$ cat config.mk
export PLATFORM = sky130hd
export DESIGN_NAME = store_rmw_unit
export DESIGN_NICKNAME = d
export VERILOG_FILES = /design/src/rtl/store_rmw_unit.sv
export SDC_FILE = /design/constraint.sdc
export NUM_CORES = 1
export LEC_CHECK = 0
export ABC_AREA = 1
export BUFFER_PORTS_ARGS = -buffer_cell sky130_fd_sc_hd__buf_2
export CAP_MARGIN = 20
export CORE_MARGIN = 2
export CORE_UTILIZATION = 40
export CTS_BUF_LIST = sky130_fd_sc_hd__clkbuf_16
export DETAILED_ROUTE_END_ITERATION = 12
export PLACE_DENSITY = 0.63
export SETUP_SLACK_MARGIN = 0.4
export SYNTH_ARGS = -nofsm -noshare
export SYNTH_HDL_FRONTEND = slang
export SYNTH_SLANG_ARGS = --single-unit
$ cat constraint.sdc
create_clock -name clk -period 2.1 [get_ports clk]
set_input_delay 0.42 -clock clk [delete_from_list [all_inputs] [get_ports clk]]
set_output_delay 0.42 -clock clk [all_outputs]
set_load 0.005 [all_outputs]
$ cat src/rtl/store_rmw_unit.sv
// Sub-word store engine for a byte-enable-less memory: sw writes directly, sb/sh read-merge-write.
// Latency sw=2, sb/sh=READ_LATENCY+2, error=1 cycles; st_ready is low until the FSM returns to IDLE.
module store_rmw_unit #(
  parameter int READ_LATENCY = 1
) (
  input  logic        clk,
  input  logic        reset,
  input  logic        st_valid,
  output logic        st_ready,
  input  logic [2:0]  st_funct3,
  input  logic [31:0] st_addr,
  input  logic [31:0] st_data,
  output logic        st_done,
  output logic        st_err,
  output logic [31:0] mem_addr,
  output logic        mem_we,
  output logic [31:0] mem_wdata,
  input  logic [31:0] mem_rdata
);

  typedef enum logic [2:0] {S_IDLE, S_RD, S_WR, S_DONE, S_ERR} state_t;

  typedef struct packed {
    logic [31:0] addr;
    logic [15:0] data;
    logic [2:0]  funct3;
  } req_t;

  localparam logic [2:0] F_SB   = 3'b000;
  localparam logic [2:0] F_SH   = 3'b001;
  localparam logic [2:0] F_SW   = 3'b010;
  localparam logic [2:0] LAT_M1 = 3'(READ_LATENCY - 1);

  state_t      state, state_nx;
  req_t        req;
  logic [2:0]  cnt;
  logic [31:0] wdata_q;
  logic [31:0] merged;
  logic        accept;
  logic        bad_req;

  assign accept = st_valid && st_ready;

  always_comb begin
    bad_req = 1'b0;
    case (st_funct3)
      F_SB:    bad_req = 1'b0;
      F_SH:    bad_req = st_addr[0];
      F_SW:    bad_req = |st_addr[1:0];
      default: bad_req = 1'b1;
    endcase
  end

  always_comb begin
    state_nx = state;
    case (state)
      S_IDLE: begin
        if (st_valid) begin
          if (bad_req)                state_nx = S_ERR;
          else if (st_funct3 == F_SW) state_nx = S_WR;
          else                        state_nx = S_RD;
        end
      end
      S_RD:    if (cnt == 3'd0) state_nx = S_WR;
      S_WR:    state_nx = S_DONE;
      S_DONE:  state_nx = S_IDLE;
      S_ERR:   state_nx = S_IDLE;
      default: state_nx = S_IDLE;
    endcase
  end

  // Little-endian lane splice of the latched store data into the fetched word.
  always_comb begin
    merged = mem_rdata;
    if (req.funct3 == F_SB)
      merged[{req.addr[1:0], 3'b000} +: 8] = req.data[7:0];
    else
      merged[{req.addr[1], 4'b0000} +: 16] = req.data;
  end

  always_ff @(posedge clk) begin
    if (reset) begin
      state   <= S_IDLE;
      req     <= '0;
      cnt     <= 3'd0;
      wdata_q <= 32'd0;
    end else begin
      state <= state_nx;
      if (accept) begin
        req     <= '{addr: st_addr, data: st_data[15:0], funct3: st_funct3};
        cnt     <= LAT_M1;
        wdata_q <= st_data;
      end else if (state == S_RD) begin
        if (cnt == 3'd0) wdata_q <= merged;
        else             cnt     <= cnt - 3'd1;
      end
    end
  end

  assign st_ready  = (state == S_IDLE);
  assign st_done   = (state == S_DONE);
  assign st_err    = (state == S_ERR);
  assign mem_we    = (state == S_WR);
  assign mem_wdata = (state == S_WR) ? wdata_q : 32'd0;
  assign mem_addr  = (state == S_RD || state == S_WR || state == S_DONE) ?
                     {req.addr[31:2], 2'b00} : 32'd0;

endmodule

==> out/results.txt <==
Once the floorplan was initialized, standard cells occupied 41.0% of the core. Summing the areas of all and, or, nand and nor instances in the mapped netlist gives 31.9% of the synthesized area. The average vias per placed instance came out at 4.84. Cell accounting for the most synthesized area: dfxtp_1. The placed standard-cell area is 6460 sq um. The combinational family with the most area after synthesis was simple AND/OR/NAND/NOR gates. The first global-routing pass estimated 27100 microns of wire. The share of cells above drive strength 1 was 23.6%. The count of filler cells inserted in the layout is 1425, and the overall routed net length is 17500 microns.

Master of the slowest instance on the critical path: dfxtp_2. Final instance count without filler cells: 1263. The clock arrives with 7.41 ps of skew. The number of buffers added on ports was 167. Critical setup path kind: register to primary output.

In this run the worst path has a maximum fanout of 17. The total area inside the core boundary comes to 13300 sq um. The repair_antennas step left the layout with diodes totalling 0. The fraction of the core area covered by cells at the end of the flow is 53.8%. The worst setup path is launched from a register. After synthesis, the largest area contributor takes up 32.7% of total cell area. Buffers inserted during clock tree synthesis total 9.

The count of nets left with antenna violations once routing finished came out at 0. The cell family with the largest share of critical-path delay was buffers and inverters. Data on the critical path is required at its endpoint by 1680 ps. The area growth from synthesis to final layout is 31.3%, and the number of levels the H-tree was split into is 3.

Summed over all cells, the static leakage comes to 0.00362 uW. The die covers 14600 sq um. Leaving out fill and tap cells, the most frequent cell in the layout is nand2_1. The logs give 0 for the number of setup violations in the final report and 28 for the unique cell type count in the Yosys netlist. STA classifies the critical path endpoint as a primary output.

In the synthesized netlist, mux cells make up 0% of the area. CTS saw 89 sinks. The clock-pin slew reported for the worst setup and hold paths after clock tree synthesis is 70 ps. The number of global-route vias before repair is 5450, and the fraction of the mapped netlist area in adder cells is 1.61%. The flow ran to the end, and the final reports show no timing, DRC or antenna violations.

Entering global routing, the biggest net connects 80 pins. The run gives 350 ps as the clock latency at the later pin of the worst-skew pair. TritonCTS built the clock tree. For the number of vias in the routed layout, the log shows 6117. The length of routed wiring on met1 is 8060 microns, and the endpoint arrival time on the critical path is 1350 ps. The tools report the total negative setup slack as 0 ps. The run gives 0 as the residual DRC count. IR analysis of the VDD net gives a maximum drop of 0.443 mV. The maximum cell stage delay along the critical path was 350 ps; the number of warnings printed during yosys synthesis was 0. The power density over the cells works out to 818 nW/um^2.

The floorplan die height was 121 microns; the count of state elements after synthesis was 89. Buffers inserted to repair hold after CTS numbered 0. For this block, the initial DRC count from the detailed router was 364.

The tree is rooted in a clkbuf_16. Leaving out fill and tap cells, the most frequent cells in the layout are nand2_1 (232), buf_2 (167), inv_1 (150), nor2_1 (128), a21oi_1 (86). The sequential-to-total area share from yosys stat is 32.7%, and the total number of placement rows is 42. Summing every instance area after synthesis gives 5450 sq um. The final cycle utilization of the critical path was 84.2%. The final-report max-slew violation count is 0, and the wire length on met3 is 1000 microns.

The peak clock frequency supported by timing is 566 MHz, and the initial antenna violation count is 0. Routed signal wires occupy layers up through met4. The tools report the I/O pin count as 170. By area the synthesized netlist is led by dfxtp_1 (33%), nand2_1 (16%), inv_1 (10%). The finished cells cover 7160 sq um. The first detailed-routing pass took 5 iterations. The wire-length estimate of the detail-placed layout is 11700 microns.

Each instance of the synthesized netlist takes up on average 5.92 sq um. The run gives 0 as the number of maximum-capacitance constraint violations. The total congestion overflow was 0; the average wire per cell in the routed design was 13.8 microns. The count of mapped cells out of synthesis is 921. For the number of nets in the layout, the log shows 1191. The clock period minus worst slack works out to 1770 ps. Summed over all nets, wire length on met2 after detailed routing comes to 8160 microns. The die width came out at 121 microns. Summing the areas of all compound-gate instances in the mapped netlist gives 17.3% of the synthesized area.

Routability-driven placement finished with a final weighted congestion of 0.876. Summing the areas of all xor and xnor instances in the mapped netlist gives 0% of the synthesized area. The number of buffers and inverters on the critical path is 3. Setup repair after global routing could not meet its margin everywhere. The path class of the lowest-slack min-delay path was input pin to register. Once placement completed, the tool counted placed cells totaling 1230. Across every metal layer, demand over resource in global routing totals 23.2%. The critical path goes through inv_4 > nand3_4 > buf_12 > nor2_1 > buf_2. The final hold violation count is 0.

The completed layout was analyzed and its total power is 5850 uW. Maximum buffer depth of the clock tree: 2.
sequential cells by signal, indices dropped and copies added (netlist names):
signal   flops
wdata_q     32
state        3
cnt          3
req         51
cell type report:
class | instances | area, sq um | share of cell area [%]
multi-input cells | 620 | 2910 | 40.6
flip-flops and latches | 89 | 1790 | 25.0
repair buffers | 203 | 1310 | 18.2
inverters | 159 | 614 | 8.58
clock buffers | 9 | 225 | 3.15
well taps | 176 | 220 | 3.08
clock inverters | 7 | 95.1 | 1.33
report_power, final:
group          leakage, uW  internal (uW)  total, uW  switching, uW
registers         0.000737           1920       2050            122
logic              0.00273            813       2040           1230
clock network     0.000156           1050       1760            719
timing repair:
| action | 4_1_cts | 5_1_grt |
|---|---|---|
| setup buffers | 5 | 6 |
| resized for setup | 18 | 32 |
| pin swaps | 2 | 10 |
| cloned | 2 | 4 |
| endpoints found under the setup margin | 69 | 101 |
stage by stage:
stage | setup WS, ps | hold slack (ps)
finish | 332 | 345
global route | 239 | 360
CTS | 297 | 336
detailed placement | 386 | 445
global placement | 383 | 438
floorplan | 404 | 430
synth_stat cells (all sizes together):
cell type,number
a211oi,2
a21oi,87
buf,33
clkbuf,22
clkinv,1
conb,1
dfxtp,89
ha,7
inv,158
nand2,238
nand3,42
nand3b,7
nand4,2
nor2,138
nor3,3
o211ai,7
o21ai,69
o21bai,1
o22ai,14
per-layer routing:
layer  global-route usage (%)  vias to the layer above
li1                         -                     3161
met5                        0                        -
met4                     5.31                        0
met1                     30.4                     2762
met3                     4.86                       16
met2                     39.3                      178
final timing paths:
kind                   start      endpoint  slack (ps)  cells past startpoint
hold reg to reg      req[27]       req[27]         450                      2
hold / removal    st_data[8]       req[11]         340                      3
setup reg to reg      cnt[0]    wdata_q[4]         450                      8
setup / recovery    state[2]  mem_wdata[8]         330                      5
worst register-to-register path, stage by stage (launching register included):
cell       delay [ps]
dfxtp_1           330
inv_1              50
ha_1              190
ha_1              200
nand4_1           210
nand2_8           140
clkbuf_16         210
o21ai_0           150
nor2_1             60
cells by family (layout without fill, tap and decap cells):
| kind of cell | Yosys count | after routing |
|---|---|---|
| and+or+nand+nor | 430 | 431 |
| buffers and inverters | 214 | 378 |
| AOI/OAI and AO/OA | 180 | 180 |
| DFF | 89 | 89 |
| adders and majority gates | 7 | 7 |
| other | 1 | 2 |
(Power assumes the default switching activity.)
